**config.mk**
```make
export PLATFORM = sky130hd
export DESIGN_NAME = inst_queue
export DESIGN_NICKNAME = d
export VERILOG_FILES = /design/src/rtl/inst_queue.sv
export SDC_FILE = /design/constraint.sdc
export NUM_CORES = 1
export LEC_CHECK = 0
export ABC_AREA = 1
export BUFFER_PORTS_ARGS = -buffer_cell sky130_fd_sc_hd__buf_4
export CAP_MARGIN = 20
export CORE_UTILIZATION = 40
export CTS_BUF_LIST = sky130_fd_sc_hd__clkbuf_8
export DETAILED_ROUTE_END_ITERATION = 16
export PLACE_DENSITY_LB_ADDON = 0.15
export SLEW_MARGIN = 20
export SYNTH_ARGS = -nofsm -noshare
export SYNTH_HDL_FRONTEND = slang
export SYNTH_SLANG_ARGS = --single-unit
export TNS_END_PERCENT = 10
```
**constraint.sdc**
```tcl
create_clock -name clk -period 9.94 [get_ports clk]
set_input_delay 0.497 -clock clk [delete_from_list [all_inputs] [get_ports clk]]
set_output_delay 0.497 -clock clk [all_outputs]
set_load 0.03 [all_outputs]
```
**src/rtl/inst_queue.sv**
```systemverilog
`default_nettype none
// ============================================================================
// Module   : inst_queue
// Purpose  : First-word-fall-through circular instruction queue between the
//            I-cache and decode. Defining INST_Q_BYPASS_EN adds a
//            zero-latency path that serves an arriving instruction to decode
//            directly while the queue is empty.
// Revision : 1.0  initial release
// ============================================================================
module inst_queue #(
   parameter int DEPTH      = 8,
   parameter int ADDR_WIDTH = 32,
   parameter int DATA_WIDTH = 32
) (
   input  logic                     clk,
   input  logic                     rst,
   input  logic                     enq_valid,
   input  logic [ADDR_WIDTH-1:0]    enq_pc,
   input  logic [DATA_WIDTH-1:0]    enq_instr,
   output logic                     full,
   input  logic                     deq_ready,
   output logic                     deq_valid,
   output logic [ADDR_WIDTH-1:0]    deq_pc,
   output logic [DATA_WIDTH-1:0]    deq_instr,
   input  logic                     flush,
   output logic [$clog2(DEPTH):0]   count,
   output logic                     overflow
);

   localparam int                 c_PTR_W  = $clog2(DEPTH);
   localparam int                 c_ENT_W  = ADDR_WIDTH + DATA_WIDTH;
   localparam logic [c_PTR_W:0]   c_FULL   = (c_PTR_W + 1)'(DEPTH);

   logic [c_ENT_W-1:0]   r_mem [DEPTH];
   logic [c_PTR_W-1:0]   r_wr_ptr;
   logic [c_PTR_W-1:0]   r_rd_ptr;
   logic [c_PTR_W:0]     r_count;
   logic                 r_overflow;

   logic                 w_full;
   logic                 w_not_empty;
   logic                 w_bypass;
   logic                 w_push;
   logic                 w_pop;
   logic [c_ENT_W-1:0]   w_head;

   assign w_full      = (r_count == c_FULL);
   assign w_not_empty = (r_count != '0);

`ifdef INST_Q_BYPASS_EN
   assign w_bypass = ~w_not_empty & enq_valid & deq_ready & ~flush;
`else
   assign w_bypass = 1'b0;
`endif

   // A bypassed instruction is consumed directly and never stored.
   assign w_push = enq_valid & ~w_full & ~flush & ~w_bypass;
   assign w_pop  = w_not_empty & deq_ready & ~flush;

   assign w_head    = r_mem[r_rd_ptr];
   assign deq_valid = w_not_empty | w_bypass;
   assign deq_pc    = w_bypass ? enq_pc    : w_head[c_ENT_W-1:DATA_WIDTH];
   assign deq_instr = w_bypass ? enq_instr : w_head[DATA_WIDTH-1:0];
   assign full      = w_full;
   assign count     = r_count;
   assign overflow  = r_overflow;

   always_ff @(posedge clk) begin
      if (w_push) begin
         r_mem[r_wr_ptr] <= {enq_pc, enq_instr};
      end
   end

   always_ff @(posedge clk) begin
      if (rst) begin
         r_wr_ptr   <= '0;
         r_rd_ptr   <= '0;
         r_count    <= '0;
         r_overflow <= 1'b0;
      end else begin
         // Overflow records any lost fetch, so it ignores flush.
         if (enq_valid & w_full) begin
            r_overflow <= 1'b1;
         end
         if (flush) begin
            r_wr_ptr <= '0;
            r_rd_ptr <= '0;
            r_count  <= '0;
         end else begin
            if (w_push) begin
               r_wr_ptr <= r_wr_ptr + 1'b1;
            end
            if (w_pop) begin
               r_rd_ptr <= r_rd_ptr + 1'b1;
            end
            case ({w_push, w_pop})
               2'b10:   r_count <= r_count + 1'b1;
               2'b01:   r_count <= r_count - 1'b1;
               default: r_count <= r_count;
            endcase
         end
      end
   end

endmodule
`default_nettype wire

```
==> summary.md <==
| Metric | Value |
|---|---|
| CP cell instances | buf_4 -> buf_4 -> nor2_1 -> nor2_1 -> o21ai_0 -> o21ai_0 -> nand2_1 -> nand2_1 -> buf_4 |
| Power per cell area | approximately 180 nW/um^2 |
| Yosys warning count | 0 |
| Grt total ovfl | 0 |
| DR WL/cell | ~20 um |
| Residual DRC count | 0 |
| Worst reg2reg path startpoint | count[1]$_SDFFE_PP0P_ |
| Top area cells in the synthesized netlist | edfxtp_1, o21ai_0, nor2_1 |
| Post-synth top cells | edfxtp_1, nor2_1, o21ai_0, nand2_1 |
| Status | finished clean |
| Count of unique library cells instantiated by Yosys | 22 |
| Most common cell in the netlist | edfxtp_1 |
| Post-CTS setup repair buffer count | 0 |
| FP Rows | 82 |
| 1st-iter DRT viols | approximately 740 |
| Initial antenna violation count | 4 |
| Final WL | 48.2 mm |
| Max incr delay on CP | ~900 ps |
| Gr usage total | 0.184 |
| Final instance area | roughly 24,000 um^2 |
| Worst skew pair latency | around 650 ps |
| Worst-Margin Slew | 1090 ps |
| Max VDD drop | approximately 0.095 mV |
| IO Pins | between 100 and 150 |
| RSZ-0062 raised after global routing | false |
| R2R setup slack | roughly 6500 ps |
| Sequential area share after synthesis | 0.761 |
| Synthesized area | ~21,000 um^2 |
| Post-CTS sizing | 0 |
| Top-area cell type share of the netlist area | 0.747 |
| Final setup vio count | 0 |
| Levels on crit path | 9 |
| Clk_skew | 24.8 ps |
| WP buf/inv | 3 |
| Tmin final | approximately 4400 ps |
| Hold_sp | enq_instr[20] |
| Die height | 229 um |
| 1st-pass router iterations | 5 |
| Fin crit share | 0.446 |
| Core area | approximately 50,000 um^2 |
| Vias | 12.3k |
| #FFs+latches synth | 526 |
| Type of origin of the critical path | register |
| Share of post-route cells with drive strength above 1 | 0.152 |
| Clock buffer depth | 3 |
| Port bufs | 139 |
| Die W | 229 um |
| Starting Density | 0.408 |
| CP endpoint | deq_pc[9] |
| Worst Path Required | 9440 ps |
| Worst r2r dst | r_mem[7][42]$_DFFE_PP_ |
| Top FF cell, synth | edfxtp_1 |
| Area grow syn2layout | 15.4% |
| Setup TNS | 0 ps |
| Crit-path slowest cell | buf_4 |
| H-tree depth | 3 |
| Setup crit end kind | output port |
| Final Hold Violating Endpoints | 0 |
| Die footprint | 52,400 um^2 |
| # clock sinks | roughly 530 |
| Syn_nets | 1,615 |
| Synth area leader | edfxtp_1 |
| Hold Path Class | input port to register |
| Via density | between 5 and 6 |
| Power Total | ~0.0043 W |
| Antenna-violating nets left | 0 |
| Setup ws final | ~5500 ps |
| Placer Congestion | between 0.7 and 0.8 |
| HPWL Detailed | 23.2 mm |
| Leakage power | 8.18 nW |
| CTS Buf Count | 90 |
| Syn Inst Count | between 1.5k and 2k |
| Largest net degree at the start of global routing | 196 |
| Fin. max-slew vios | 0 |
| Depth of the most critical reg-to-reg path | 7 |
| Post-synth EDFFs | ~500 |
| Worst slew margin | 0.272 |
| Post-Place Worst Slack | about 6100 ps |
| Crit path DAT | 3940 ps |
| Family with the most delay on the worst path | buffers and inverters |
| Clk slew on worst S/H paths | about 60 ps |
| Async S/R FF share, synth | 0 |
| Peak Freq | approximately 230 MHz |
| Mean Syn Cell Area | 13.4 um^2 |
| Layout Nets | roughly 1.8k |
| Vias in the first global route | roughly 12k |
| CP Class | register to output port |
| Clock root buffer | clkbuf_8 |
| CTS tree | done |
| First-pass GRT wire length | between 70 and 80 mm |
| # fillers | 4,617 |
| Crit path top cell by count | buf_4 |
| DP Area | between 20,000 and 25,000 um^2 |
| Number of max-cap violations | 0 |
| Largest fanout on the critical path | between 80 and 90 |
layout make-up:
type                    count  area (um^2)  share of cell area
repair buffers            157         1210              0.0508
well taps                 672          841              0.0354
clock buffers              91         1250              0.0528
inverters                  20         82.6             0.00348
clock inverters            63          254              0.0107
diodes                      2         5.00            0.000211
flip-flops and latches    526        15700               0.660
multi-input cells         905         4430               0.187
per-layer routing:
metal | part of all wire | vias up | track usage
met5 | 0.00048 | - | 0
met2 | 0.46 | 251 | 0.292
met3 | 0.051 | 76 | 0.0412
met4 | 0.022 | 4 | 0.0663
met1 | 0.46 | 6081 | 0.249
li1 | - | 5911 | -
layout by cell type, fill, tap and decap left out, drive strengths merged:
cell type | netlist | final
o21ai | 260 | 260
edfxtp | 512 | 512
nor3 | 1 | 1
xnor2 | 2 | 2
ha | 5 | 5
buf | 42 | 156
clkbuf | 48 | 91
clkinvlp | 0 | 3
nor2 | 273 | 273
mux2i | 64 | 64
diode | 0 | 2
a21oi | 11 | 11
nand2 | 217 | 217
inv | 20 | 54
nand3 | 5 | 5
o22ai | 64 | 64
xor2 | 3 | 3
dfxtp | 14 | 14
dlygate4sd3 | 0 | 1
clkinv | 0 | 26
power breakdown:
group / switching [W] / internal (W)
Clock: 0.000828 / 0.000841
Sequential: 0.00000796 / 0.00246
Combinational: 0.000143 / 0.0000700
Total: 0.000979 / 0.00337
kinds of logic after synthesis:
kind of cell | count (synthesis) | synth area share
AOI/OAI and AO/OA | 335 | 0.0854
DFF | 526 | 0.761
buffers and inverters | 110 | 0.0268
muxes | 64 | 0.0311
and+or+nand+nor | 496 | 0.0908
xor gates and xnor gates | 5 | 0.00213
adders and majority gates | 5 | 0.00304
flip-flops by register name, indices dropped and copies added (netlist names), named ones only:
name / count
overflow: 1
count: 4
r_wr_ptr: 3
r_mem: 512
r_rd_ptr: 3
how the worst min path moves through the flow:
stage / endpoint / cells past startpoint / slack [ps]
after floorplan: register / 2 / 460
after global placement: overflow$_SDFFE_PP0P_ / 2 / 440
after detailed placement: overflow$_SDFFE_PP0P_ / 2 / 450
after CTS: r_mem[1][13]$_DFFE_PP_ / 1 / 8
after global routing: r_mem[2][13]$_DFFE_PP_ / 1 / 40
final: r_mem[5][20]$_DFFE_PP_ / 1 / 80
worst reg2reg max path: stages (launching register included):
cell	delay, ps
dfxtp_1	430
nor2_1	100
nand3_1	70
inv_1	70
nor3_1	310
nand2_1	330
nor2_4	840
buf_4	850
through the flow:
| step | utilization | hold WS [ps] | cells |
|---|---|---|---|
| detailed placement | 0.440 | 450 | 2279 |
| CTS | 0.470 | 7.74 | 2434 |
| global placement | 0.440 | 436 | 2278 |
| floorplan | - | 458 | 1541 |
| finish | 0.470 | 76.7 | 2436 |
| global route | 0.470 | 39.4 | 2435 |
what timing repair did:
item                                   4_1_cts  5_1_grt
endpoints found under the hold margin        1        0
setup endpoints to repair                    0        0
hold buffers                                 1        0
No activity file was read; power rests on OpenSTA's default activity.
